--- config.mk ---
export PLATFORM = sky130hd
export DESIGN_NAME = pong_game_ctrl
export DESIGN_NICKNAME = d
export VERILOG_FILES = /design/src/rtl/pong_game_ctrl.sv
export SDC_FILE = /design/constraint.sdc
export NUM_CORES = 1
export LEC_CHECK = 0
export ABC_AREA = 1
export BUFFER_PORTS_ARGS = -buffer_cell sky130_fd_sc_hd__buf_2
export CAP_MARGIN = 20
export CORE_MARGIN = 3
export CORE_UTILIZATION = 36
export DETAILED_ROUTE_END_ITERATION = 8
export GPL_TIMING_DRIVEN = 0
export PLACE_DENSITY_LB_ADDON = 0.05
export SLEW_MARGIN = 20
export SYNTH_ARGS = -nofsm -noshare
export SYNTH_HDL_FRONTEND = slang
export SYNTH_SLANG_ARGS = --single-unit
--- constraint.sdc ---
create_clock -name CLK -period 4.4 [get_ports CLK]
set_input_delay 0.22 -clock CLK [delete_from_list [all_inputs] [get_ports CLK]]
set_output_delay 0.22 -clock CLK [all_outputs]
set_load 0.005 [all_outputs]
--- src/rtl/pong_game_ctrl.sv ---
// Ping-pong game controller: ball movement, hit/miss/early-press detection,
// scoring and winner declaration over a row of LEDs.
module pong_game_ctrl #(
    parameter int unsigned N_LEDS    = 8,
    parameter int unsigned TICK_DIV  = 25000000,
    parameter int unsigned WIN_SCORE = 7
) (
    input  logic              CLK,
    input  logic              RST,
    input  logic              start,
    input  logic              btn_l,
    input  logic              btn_r,
    output logic [N_LEDS-1:0] led,
    output logic [3:0]        score_l,
    output logic [3:0]        score_r,
    output logic [5:0]        state,
    output logic [1:0]        winner
);

    localparam int unsigned CNT_W = $clog2(TICK_DIV);
    localparam int unsigned POS_W = $clog2(N_LEDS);

    localparam logic [CNT_W-1:0] CNT_MAX   = CNT_W'(TICK_DIV - 1);
    localparam logic [POS_W-1:0] POS_LEFT  = POS_W'(N_LEDS - 1);
    localparam logic [POS_W-1:0] POS_RIGHT = '0;
    localparam logic [3:0]       WIN       = 4'(WIN_SCORE);

    typedef enum logic [5:0] {
        IDLE      = 6'b000001,
        SERVE     = 6'b000010,
        MOVE_R    = 6'b000100,
        MOVE_L    = 6'b001000,
        POINT     = 6'b010000,
        GAME_OVER = 6'b100000
    } state_t;

    state_t           st;
    logic [CNT_W-1:0] cnt;
    logic [POS_W-1:0] pos;
    logic             serve_right;
    logic             tick;

    // One LED lit at the ball position
    function automatic logic [N_LEDS-1:0] ball(input logic [POS_W-1:0] p);
        return N_LEDS'(1) << p;
    endfunction

    assign tick  = (cnt == CNT_MAX);
    assign state = st;

    // Game FSM with registered display, score and winner outputs
    always_ff @(posedge CLK) begin
        if (RST) begin
            st          <= IDLE;
            led         <= '0;
            score_l     <= '0;
            score_r     <= '0;
            winner      <= '0;
            cnt         <= '0;
            pos         <= '0;
            serve_right <= 1'b0;
        end else begin
            // free-running step counter; every transition below restarts it
            cnt <= tick ? '0 : cnt + CNT_W'(1);
            case (st)
                IDLE, GAME_OVER: begin
                    if (start) begin
                        st          <= SERVE;
                        cnt         <= '0;
                        score_l     <= '0;
                        score_r     <= '0;
                        winner      <= '0;
                        serve_right <= 1'b0;
                        pos         <= POS_LEFT;
                        led         <= ball(POS_LEFT);
                    end
                end
                SERVE: begin
                    if (!serve_right && btn_l) begin
                        st  <= MOVE_R;
                        cnt <= '0;
                    end else if (serve_right && btn_r) begin
                        st  <= MOVE_L;
                        cnt <= '0;
                    end
                end
                MOVE_R: begin
                    if (btn_r && pos == POS_RIGHT) begin
                        st  <= MOVE_L;
                        cnt <= '0;
                    end else if (btn_r || (tick && pos == POS_RIGHT)) begin
                        // early press or miss: left scores, right serves next
                        st          <= POINT;
                        cnt         <= '0;
                        score_l     <= score_l + 4'd1;
                        serve_right <= 1'b1;
                        led         <= '1;
                    end else if (tick) begin
                        pos <= pos - POS_W'(1);
                        led <= ball(pos - POS_W'(1));
                    end
                end
                MOVE_L: begin
                    if (btn_l && pos == POS_LEFT) begin
                        st  <= MOVE_R;
                        cnt <= '0;
                    end else if (btn_l || (tick && pos == POS_LEFT)) begin
                        // early press or miss: right scores, left serves next
                        st          <= POINT;
                        cnt         <= '0;
                        score_r     <= score_r + 4'd1;
                        serve_right <= 1'b0;
                        led         <= '1;
                    end else if (tick) begin
                        pos <= pos + POS_W'(1);
                        led <= ball(pos + POS_W'(1));
                    end
                end
                POINT: begin
                    if (tick) begin
                        cnt <= '0;
                        if (score_l == WIN) begin
                            st     <= GAME_OVER;
                            winner <= 2'b10;
                        end else if (score_r == WIN) begin
                            st     <= GAME_OVER;
                            winner <= 2'b01;
                        end else begin
                            st  <= SERVE;
                            pos <= serve_right ? POS_RIGHT : POS_LEFT;
                            led <= ball(serve_right ? POS_RIGHT : POS_LEFT);
                        end
                    end
                end
                default: begin
                    st  <= IDLE;
                    cnt <= '0;
                    led <= '0;
                end
            endcase
        end
    end

endmodule

==> metrics.txt <==
count leader, synth=nand2_1; Via density=4.88; Main synth FF type=dfxtp_1; gate count of the mapped netlist=488; post-synth top area share=0.327; # Max-Cap Violations=0; FP Rows=33; Worst-Margin Slew=0.662 ns; nets=539; period utilization=0.484; Tmin final=2.13 ns; Mapped Nets=504; Initial Util=0.383; Worst Path Arrival=2.35 ns; Synth Cell Area=3240 µm²; Wirelength per Cell=13.0 µm; RSZ-0062 raised after global routing=no; Avg Cell Area, Syn=6.65 µm²; IO Pins=29; vias in the first global route=2,876; hold path depth=3; Clock Pin Slew Worst Setup and Hold Paths=0.10 ns; Lkg Pwr=1.59 nW; GRT Overall Usage=0.168; Worst R2R Path Depth=12; die area=10,200 µm²; Synth cell types=38; Diodes inserted=0; CTS buffer count=5; Post-CTS Setup Inserts=0; share of layout cells above drive strength 1=0.145; Die Span Y=101 µm; critical path startpoint category=flop; DR DRC count=0; Die Wd=101 µm; Setup Skew=0.00706 ns; H-tree levels=2; Worst setup EP type=flop; final setup fails=0; fraction of registers with async set or reset after synthesis=0; Worst Hold Class=in2reg; initial DRC count=241; largest fanout on the critical path=10; synth warn=0; hold violation count in the final report=0; CTS-repair resized insts=0; Routability Congestion=0.869; hold_buf cts=0; number of synthesized flops with an enable pin=0; status=completed; Root Buffer=clkbuf_8; worst-skew pair later-pin latency=0.31 ns; Layout Area Growth over Synthesis=11.5%; largest net degree at the start of global routing=18; Pwr per Cell Area=414 nW/µm²; Yosys top cell by area=dfxtp_1; gr ovfl total=0; most instantiated cells after synthesis=120 x nand2_1, 80 x nor2_1, 53 x dfxtp_1; hpwl dp=6370 µm; port buffer count=28; vias=3,067; final WL=8150 µm; Slew Limit Headroom=0.558; ANT nets after route=0; register area share after synthesis=0.327; core area=8460 µm²; FMAX=0.470 GHz; Data required, critical path=4.62 ns; CTS tree=done; setup total negative slack=0 ns; first-pass GRT wire length=13,900 µm; initial antenna violation count=0; top post-synthesis cells by area=dfxtp_1 33%, nand2_1 14%, nor2_1 9.3%; worst vdd ir=0.152 mV; TritonCTS Sinks=53; Setup Crit Path Kind=reg2reg; drt pass-1 iters=4; hold_ws=0.168 ns; post-synthesis register bit count=53; Final Max Slew Viols=0; CTS Buffer Depth=2
sequential cells by signal, summed over array words and instances (netlist names):
signal,cells
led,8
score_l,4
state,6
cnt,25
serve_right,1
score_r,4
winner,2
pos,3
cell families after synthesis:
kind of cell,after synthesis,synth area share
AND/OR/NAND/NOR,288,0.414
AO/OA/AOI/OAI,57,0.0941
flip-flops,53,0.327
adder cells (fa/ha/maj),11,0.0424
buffers and inverters,63,0.0791
XOR/XNOR,16,0.0432
final cells by class:
type	instances	area, µm²
Fill cell	903	4850
Multi-Input combinational cell	372	1930
Sequential cell	53	1060
Inverter	56	210
Timing Repair Buffer	28	140
Tap cell	105	131
Clock buffer	6	82.6
Buffer	7	46.3
Clock inverter	2	17.5
report_power, final:
group	switching, mW	internal, mW
clock network	0.176	0.131
logic	0.423	0.203
registers	0.0444	0.520
total	0.643	0.854
metrics by stage:
step	total power, mW	setup WS, ns	cells	utilization	area, µm²
floorplan	1.04	2.62	488	-	3240
global placement	1.20	2.29	621	0.415	3510
detailed placement	1.20	2.29	621	0.415	3510
CTS	1.52	2.26	629	0.427	3610
global route	1.64	2.06	629	0.427	3610
finish	1.50	2.27	629	0.427	3610
per-layer routing:
layer  part of all wire  up-vias  wire length [µm]  GRT usage
li1                   -     1640                 -          -
met1               0.54     1362              4390      0.261
met2               0.41       61              3340      0.239
met3              0.046        4               378     0.0263
met4             0.0049        0                40     0.0399
met5                  0        -                 0          0
cells in the final DEF, fill, tap and decap left out, types with 2 or more instances in the layout:
cell,n
o21ai_1,2
clkinv_1,2
o21ai_0,18
dfxtp_1,53
clkbuf_1,3
nor3_1,11
inv_2,4
nor2_4,5
nand2_2,4
xnor2_1,2
buf_2,29
a21oi_1,31
nand2_4,2
nand3b_1,3
nand3_2,7
xor2_1,14
nand4_1,10
a21oi_2,2
clkbuf_8,6
nand2_1,120
ha_1,11
nand3_1,31
nor2_1,80
inv_1,50
buf_6,2
nor3_2,2
nor2_2,6
worst paths after layout:
| path | startpoint | endpoint | slack [ns] |
|---|---|---|---|
| min reg2reg | cnt[0] | cnt[0] | 0.45 |
| min | RST | state[0] | 0.17 |
| max | pos[0] | pos[1] | 2.27 |
| max reg2reg | pos[0] | pos[1] | 2.27 |
worst max-delay path, stage by stage, from the launching register on:
cell     delay, ns
dfxtp_1       0.36
ha_1          0.28
ha_1          0.25
nand2_1       0.08
inv_1         0.05
nand4_1       0.12
nand2_1       0.07
nor2_1        0.21
nand3_4       0.19
nor2_1        0.22
nand3_1       0.10
nand2_1       0.07
nor2_1        0.04
Note: power is estimated with default switching activity, not from simulation.
